**config.mk**
```make
export PLATFORM = sky130hd
export DESIGN_NAME = ref_fetch_buffer_flat
export DESIGN_NICKNAME = d
export VERILOG_FILES = /design/src/rtl/ref_fetch_buffer_if.sv /design/src/rtl/ref_fetch_buffer.sv /design/src/flat_wrapper.sv
export SDC_FILE = /design/constraint.sdc
export NUM_CORES = 1
export LEC_CHECK = 0
export ABC_CLOCK_PERIOD_IN_PS = 9000
export CORE_ASPECT_RATIO = 0.6
export CORE_MARGIN = 5
export CORE_UTILIZATION = 45
export CTS_BUF_LIST = sky130_fd_sc_hd__clkbuf_4 sky130_fd_sc_hd__clkbuf_8
export CTS_CLUSTER_SIZE = 8
export DETAILED_ROUTE_END_ITERATION = 16
export GPL_TIMING_DRIVEN = 0
export MAX_ROUTING_LAYER = met4
export PLACE_DENSITY = 0.87
export SYNTH_ARGS = -nofsm -noshare
export SYNTH_HDL_FRONTEND = slang
export SYNTH_SLANG_ARGS = --single-unit
```
**constraint.sdc**
```tcl
create_clock -name clk -period 9 [get_ports clk]
set_input_delay 1.35 -clock clk [delete_from_list [all_inputs] [get_ports clk]]
set_output_delay 1.35 -clock clk [all_outputs]
set_load 0.005 [all_outputs]
```
**src/rtl/ref_fetch_buffer_if.sv**
```systemverilog
// Load-path bundle between controller, memory port and BDUs for ref_fetch_buffer.
// master = controller/memory/BDU side, slave = the fetch buffer.
interface ref_fetch_buffer_if #(
  parameter int NUM_SLOTS = 4,
  parameter int NUM_TAGS  = 15,
  parameter int TAG_W     = 4,
  parameter int ADDR_W    = 32,
  parameter int DATA_W    = 64
);
  localparam int SLOT_W = $clog2(NUM_SLOTS);
  localparam int OUT_W  = $clog2(NUM_TAGS + 1);

  logic                        req_valid;
  logic [ADDR_W-1:0]           req_addr;
  logic [SLOT_W-1:0]           req_slot;
  logic                        req_ready;
  logic [1:0]                  proc2mem_command;
  logic [ADDR_W-1:0]           proc2mem_addr;
  logic [TAG_W-1:0]            mem2proc_transaction_tag;
  logic [DATA_W-1:0]           mem2proc_data;
  logic [TAG_W-1:0]            mem2proc_data_tag;
  logic                        batch_valid;
  logic [NUM_SLOTS*DATA_W-1:0] batch_data;
  logic                        batch_ready;
  logic [OUT_W-1:0]            outstanding;
  logic                        tag_err;

  modport master (
    output req_valid, req_addr, req_slot, mem2proc_transaction_tag,
           mem2proc_data, mem2proc_data_tag, batch_ready,
    input  req_ready, proc2mem_command, proc2mem_addr, batch_valid,
           batch_data, outstanding, tag_err
  );

  modport slave (
    input  req_valid, req_addr, req_slot, mem2proc_transaction_tag,
           mem2proc_data, mem2proc_data_tag, batch_ready,
    output req_ready, proc2mem_command, proc2mem_addr, batch_valid,
           batch_data, outstanding, tag_err
  );
endinterface

```
**src/rtl/ref_fetch_buffer.sv**
```systemverilog
// Issues reference-block LOADs, maps memory tags to BDU slots and releases a full batch.
// Optional REF_FETCH_PERF_EN adds a saturating stall_cycles counter output.
module ref_fetch_buffer #(
  parameter int NUM_SLOTS = 4,
  parameter int NUM_TAGS  = 15,
  parameter int TAG_W     = 4,
  parameter int ADDR_W    = 32,
  parameter int DATA_W    = 64
) (
  input  logic               clk,
  input  logic               rst,
  ref_fetch_buffer_if.slave  bus
`ifdef REF_FETCH_PERF_EN
  ,
  output logic [31:0]        stall_cycles
`endif
);
  localparam int SLOT_W = $clog2(NUM_SLOTS);
  localparam int OUT_W  = $clog2(NUM_TAGS + 1);
  localparam logic [1:0] CMD_NONE = 2'd0;
  localparam logic [1:0] CMD_LOAD = 2'd1;

  typedef enum logic [1:0] {SLOT_EMPTY, SLOT_PENDING, SLOT_FULL} slot_state_t;

  logic [NUM_SLOTS-1:0]             slot_empty;
  logic [NUM_SLOTS-1:0]             slot_full_next;
  logic [NUM_TAGS-1:0]              tag_valid;
  logic [NUM_TAGS-1:0][SLOT_W-1:0]  tag_slot;
  logic [OUT_W-1:0]                 outstanding_reg;
  logic                             batch_valid_reg;
  logic                             tag_err_reg;
  logic                             issue, accept, ret_present, ret_hit, handshake;
  logic [TAG_W-1:0]                 ret_idx;
  logic [SLOT_W-1:0]                ret_slot;

  // Gating with rst keeps the memory port quiet while reset is held.
  assign issue = rst && bus.req_valid && slot_empty[bus.req_slot] && !batch_valid_reg
                 && (outstanding_reg < OUT_W'(NUM_TAGS));
  assign accept      = issue && (bus.mem2proc_transaction_tag != '0);
  assign ret_present = (bus.mem2proc_data_tag != '0);
  assign ret_idx     = bus.mem2proc_data_tag - TAG_W'(1);
  assign ret_hit     = ret_present && (ret_idx < TAG_W'(NUM_TAGS)) && tag_valid[ret_idx];
  assign ret_slot    = tag_slot[ret_idx];
  assign handshake   = batch_valid_reg && bus.batch_ready;

  assign bus.proc2mem_command = issue ? CMD_LOAD : CMD_NONE;
  assign bus.proc2mem_addr    = issue ? bus.req_addr : '0;
  assign bus.req_ready        = accept;
  assign bus.batch_valid      = batch_valid_reg;
  assign bus.outstanding      = outstanding_reg;
  assign bus.tag_err          = tag_err_reg;

  genvar gi;
  generate
    for (gi = 0; gi < NUM_SLOTS; gi++) begin : g_slot
      slot_state_t       state_reg, state_next;
      logic [DATA_W-1:0] data_reg;
      logic              accept_here, ret_here;

      assign accept_here = accept && (bus.req_slot == SLOT_W'(gi));
      assign ret_here    = ret_hit && (ret_slot == SLOT_W'(gi));

      always_comb begin
        state_next = state_reg;
        if (handshake)        state_next = SLOT_EMPTY;
        else if (ret_here)    state_next = SLOT_FULL;
        else if (accept_here) state_next = SLOT_PENDING;
      end

      always_ff @(posedge clk) begin
        if (!rst) begin
          state_reg <= SLOT_EMPTY;
          data_reg  <= '0;
        end else begin
          state_reg <= state_next;
          if (ret_here) data_reg <= bus.mem2proc_data;
        end
      end

      assign slot_empty[gi]     = (state_reg == SLOT_EMPTY);
      assign slot_full_next[gi] = (state_next == SLOT_FULL);
      assign bus.batch_data[gi*DATA_W +: DATA_W] = data_reg;
    end

    // A tag freed and re-granted in one cycle ends up allocated: allocate wins.
    for (gi = 0; gi < NUM_TAGS; gi++) begin : g_tag
      logic              valid_reg;
      logic [SLOT_W-1:0] slot_reg;
      logic              alloc_here, clear_here;

      assign alloc_here = accept && (bus.mem2proc_transaction_tag == TAG_W'(gi + 1));
      assign clear_here = ret_hit && (ret_idx == TAG_W'(gi));

      always_ff @(posedge clk) begin
        if (!rst) begin
          valid_reg <= 1'b0;
          slot_reg  <= '0;
        end else if (alloc_here) begin
          valid_reg <= 1'b1;
          slot_reg  <= bus.req_slot;
        end else if (clear_here) begin
          valid_reg <= 1'b0;
        end
      end

      assign tag_valid[gi] = valid_reg;
      assign tag_slot[gi]  = slot_reg;
    end
  endgenerate

  always_ff @(posedge clk) begin
    if (!rst) begin
      outstanding_reg <= '0;
      batch_valid_reg <= 1'b0;
      tag_err_reg     <= 1'b0;
    end else begin
      if (accept && !ret_hit)      outstanding_reg <= outstanding_reg + OUT_W'(1);
      else if (!accept && ret_hit) outstanding_reg <= outstanding_reg - OUT_W'(1);
      batch_valid_reg <= &slot_full_next;
      if (ret_present && !ret_hit) tag_err_reg <= 1'b1;
    end
  end

`ifdef REF_FETCH_PERF_EN
  logic [31:0] stall_reg;
  always_ff @(posedge clk) begin
    if (!rst)                                                   stall_reg <= '0;
    else if (bus.req_valid && !accept && (stall_reg != '1))     stall_reg <= stall_reg + 32'd1;
  end
  assign stall_cycles = stall_reg;
`endif
endmodule

```
**src/flat_wrapper.sv**
```systemverilog
// flat-port wrapper written by rule: the top's interface ports become plain ports
module ref_fetch_buffer_flat 
#(
  parameter int NUM_SLOTS = 4,
  parameter int NUM_TAGS  = 15,
  parameter int TAG_W     = 4,
  parameter int ADDR_W    = 32,
  parameter int DATA_W    = 64
)
  (clk, rst, bus_req_valid, bus_req_addr, bus_req_slot, bus_mem2proc_transaction_tag, bus_mem2proc_data, bus_mem2proc_data_tag, bus_batch_ready, bus_req_ready, bus_proc2mem_command, bus_proc2mem_addr, bus_batch_valid, bus_batch_data, bus_outstanding, bus_tag_err);
  ref_fetch_buffer_if #(.NUM_SLOTS(NUM_SLOTS), .NUM_TAGS(NUM_TAGS), .TAG_W(TAG_W), .ADDR_W(ADDR_W), .DATA_W(DATA_W)) bus_i ();
  input  logic clk;
  input  logic rst;
  input wire logic [$bits(bus_i.req_valid)-1:0] bus_req_valid;
  input wire logic [$bits(bus_i.req_addr)-1:0] bus_req_addr;
  input wire logic [$bits(bus_i.req_slot)-1:0] bus_req_slot;
  input wire logic [$bits(bus_i.mem2proc_transaction_tag)-1:0] bus_mem2proc_transaction_tag;
  input wire logic [$bits(bus_i.mem2proc_data)-1:0] bus_mem2proc_data;
  input wire logic [$bits(bus_i.mem2proc_data_tag)-1:0] bus_mem2proc_data_tag;
  input wire logic [$bits(bus_i.batch_ready)-1:0] bus_batch_ready;
  output wire logic [$bits(bus_i.req_ready)-1:0] bus_req_ready;
  output wire logic [$bits(bus_i.proc2mem_command)-1:0] bus_proc2mem_command;
  output wire logic [$bits(bus_i.proc2mem_addr)-1:0] bus_proc2mem_addr;
  output wire logic [$bits(bus_i.batch_valid)-1:0] bus_batch_valid;
  output wire logic [$bits(bus_i.batch_data)-1:0] bus_batch_data;
  output wire logic [$bits(bus_i.outstanding)-1:0] bus_outstanding;
  output wire logic [$bits(bus_i.tag_err)-1:0] bus_tag_err;
  assign bus_i.req_valid = bus_req_valid;
  assign bus_i.req_addr = bus_req_addr;
  assign bus_i.req_slot = bus_req_slot;
  assign bus_i.mem2proc_transaction_tag = bus_mem2proc_transaction_tag;
  assign bus_i.mem2proc_data = bus_mem2proc_data;
  assign bus_i.mem2proc_data_tag = bus_mem2proc_data_tag;
  assign bus_i.batch_ready = bus_batch_ready;
  assign bus_req_ready = bus_i.req_ready;
  assign bus_proc2mem_command = bus_i.proc2mem_command;
  assign bus_proc2mem_addr = bus_i.proc2mem_addr;
  assign bus_batch_valid = bus_i.batch_valid;
  assign bus_batch_data = bus_i.batch_data;
  assign bus_outstanding = bus_i.outstanding;
  assign bus_tag_err = bus_i.tag_err;
  ref_fetch_buffer #(.NUM_SLOTS(NUM_SLOTS), .NUM_TAGS(NUM_TAGS), .TAG_W(TAG_W), .ADDR_W(ADDR_W), .DATA_W(DATA_W)) u_core (.clk(clk), .rst(rst), .bus(bus_i));
endmodule
```
==> flow_metrics.tcl <==
set metrics [dict create \
    status "finished, final reports clean" \
    yosysTopAreaCell "dfxtp_1" \
    finalWorstSetupSlack_ns 2.99 \
    cts_buffers 48 \
    endpoint_kind "output port" \
    synth_edf_count 0 \
    rr_worst_depth 13 \
    max_freq_mhz 166 \
    dr.pass1.iters 5 \
    multi_input_area_um2 6200 \
    place_congestion 0.932 \
    ant_nets 0 \
    coreArea_um2 28500 \
    yosysUniqueCellTypes 50 \
    required_ns 7.65 \
    cp_max_fo 10 \
    synthesis.area_um2 12900 \
    drive_above_1_share_pct 7.19 \
    post_dp_cell_area_um2 17500 \
    final_area_um2 18300 \
    grt_overflow 0 \
    regToRegStartpoint "u_core.g_slot[2].state_reg[1]" \
    period_minus_slack_ns 6.01 \
    cts_root_buffer "clkbuf_8" \
    die_area_um2 32400 \
    die-height_um 141 \
    finalNetCount 1768 \
    cap_violations 0 \
    hpwl_um 30900 \
    min_to "u_core.bus.tag_err" \
    cp-start-kind "input port" \
    dp_cells 1974 \
    met3_usage_pct 8.60 \
    grtUsageTotal_pct 25.3 \
    skew_ns 0.0246 \
    vdd_drop_max_uv 118 \
    hold_buffers 0 \
    grt_max_degree 13 \
    holdCritStartpoint "u_core.bus.tag_err" \
    slew-limit-headroom_pct 51.3 \
    syn_nets 1313 \
    viasPerCell 5.06 \
    fin_total_pwr_mw 2.88 \
    clk_pin_slew_ns 0.06 \
    initial_utilization_pct 45.4 \
    leakage_nw 8.23 \
    post_cts_resized 0 \
    hold_class "reg -> reg" \
    async_flop_share_pct 0 \
    port-buffer-count 405 \
    antenna_found_initial 1 \
    cts_sinks 315 \
    setup_viol_count_final 0 \
    hold_path_depth 1 \
    yosysTopAreaCellShare_pct 48.7 \
    avgSynthCellArea_um2 10.8 \
    htreeDepth 2 \
    wirelength_um 41100 \
    rsz0062_at_grt "no" \
    powerDensity_nw_per_um2 157 \
    nFillCells 2252 \
    grt_first_pass_wirelength_um 63300 \
    slew_viol_final 0 \
    drt-initial-drc-count 573 \
    finalCritPeriodShare_pct 66.8 \
    die_w_um 229 \
    routedWlPerCell_um 20.1 \
    ys.flop_type "dfxtp_1" \
    largest_reg_flops 256 \
    setup_tns_ns 0 \
    seq_area_um2 6310 \
    synth_warnings 0 \
    use_met1_pct 31.9 \
    critPathKind "in -> out" \
    postSynthCellCount 1194 \
    grt_util_met2_pct 39.1 \
    pin_count 407 \
    synth-seq-cells 315 \
    yosysSeqAreaShare_pct 48.7 \
    rows 48 \
    post_cts_buffers 0 \
    layout_commonest_cell "clkdlybuf4s50_1" \
    syn2layout_area_growth_pct 41.6 \
    num_antenna_cells 0 \
    pre_cts_ws_ns 2.92 \
    arrival_ns 4.66 \
    clockBufferDepth 3 \
    worstMarginPinSlew_ns 0.730 \
    vias 10355 \
    cts_tree "built" \
    layout_common_cells "clkdlybuf4s50_1, dfxtp_1, nor2b_1, mux2i_1, clkbuf_8" \
    final_cells 2045 \
    clk_latency_ns 0.59 \
    drc 0 \
    hold_violations 0 \
    reg2reg_to "u_core.bus.outstanding[3]" \
    grt_pass1_vias 10914 \
    synth_area_leaders "dfxtp_1, mux2i_1, nor2b_1" \
    grt.busiest_layer "met2" \
    ff2ff_setup_slack_ns 5.21 \
]
cells by family after synthesis:
kind of cell | Yosys count | share of synthesized area (%)
adders and majority gates | 9 | 0.928
DFF | 315 | 48.7
AOI/OAI and AO/OA | 71 | 3.73
other | 1 | 0.0290
and+or+nand+nor | 399 | 19.1
buffers and inverters | 96 | 3.42
muxes | 300 | 23.9
xor gates and xnor gates | 3 | 0.203
cell usage after synthesis, drive strengths merged, types with 2 or more instances:
master and n:
dfxtp 315, nor2b 292, mux2i 291, clkbuf 46, and2 35, buf 34
o21ai 20, a21boi 17, inv 16, nand2 15, nor2 11, a21oi 9
nand3 9, ha 8, mux4 7, a211oi 5, nand4 5, nand4b 5
nor3b 5, a31oi 4, and4b 4, nand2b 4, nor3 4, o211a 4
o211ai 3, or2 3, xnor2 3, mux2 2, nor4 2
where the power goes:
group | internal, mW | switching (mW)
Sequential | 1.42 | 0.0168
Clock | 0.588 | 0.543
Combinational | 0.169 | 0.143
Total | 2.18 | 0.702
critical path: stages:
cell and delay (ns):
clkdlybuf4s50_1 0.52, clkbuf_1 0.42, a21oi_1 0.16, a211oi_1 0.55
clkbuf_1 0.38, a21boi_1 0.62, clkdlybuf4s50_1 0.66
area by class of cell:
type                            count  share of cell area (%)
Timing Repair Buffer              405                    22.1
Clock buffer                       67                    4.55
Tap cell                          375                    2.56
Clock inverter                      4                   0.130
Buffer                             80                    2.09
Sequential cell                   315                    34.4
Multi-Input combinational cell    783                    33.8
Inverter                           16                   0.328
layer usage:
layer	vias up	part of all wire [%]
li1	4945	-
met5	-	0
met3	67	8.9
met4	0	2.3
met1	4963	44
met2	380	45
stage by stage:
stage                     util, %  hold slack [ns]
after floorplan                 -            0.439
after global placement       61.3            0.450
after detailed placement     61.3            0.465
after CTS                    64.3            0.474
after global routing         64.3            0.506
final                        64.3            0.476
worst max-delay path by stage:
stage / from / to / slack, ns / cells after the start
4_1_cts: bus_req_slot[0] / bus_req_ready / 3.09 / 7
6_report: bus_req_slot[0] / bus_req_ready / 2.99 / 7
3_3_place_gp: bus_mem2proc_data_tag[0] / u_core.bus.outstanding[3] / 3.08 / 19
3_5_place_dp: bus_mem2proc_data_tag[0] / u_core.bus.outstanding[3] / 2.92 / 19
2_1_floorplan: bus_mem2proc_data_tag[0] / u_core.bus.outstanding[3] / 4.24 / 18
5_1_grt: bus_req_slot[0] / bus_req_ready / 2.86 / 7
Note: power is estimated with default switching activity, not from simulation.
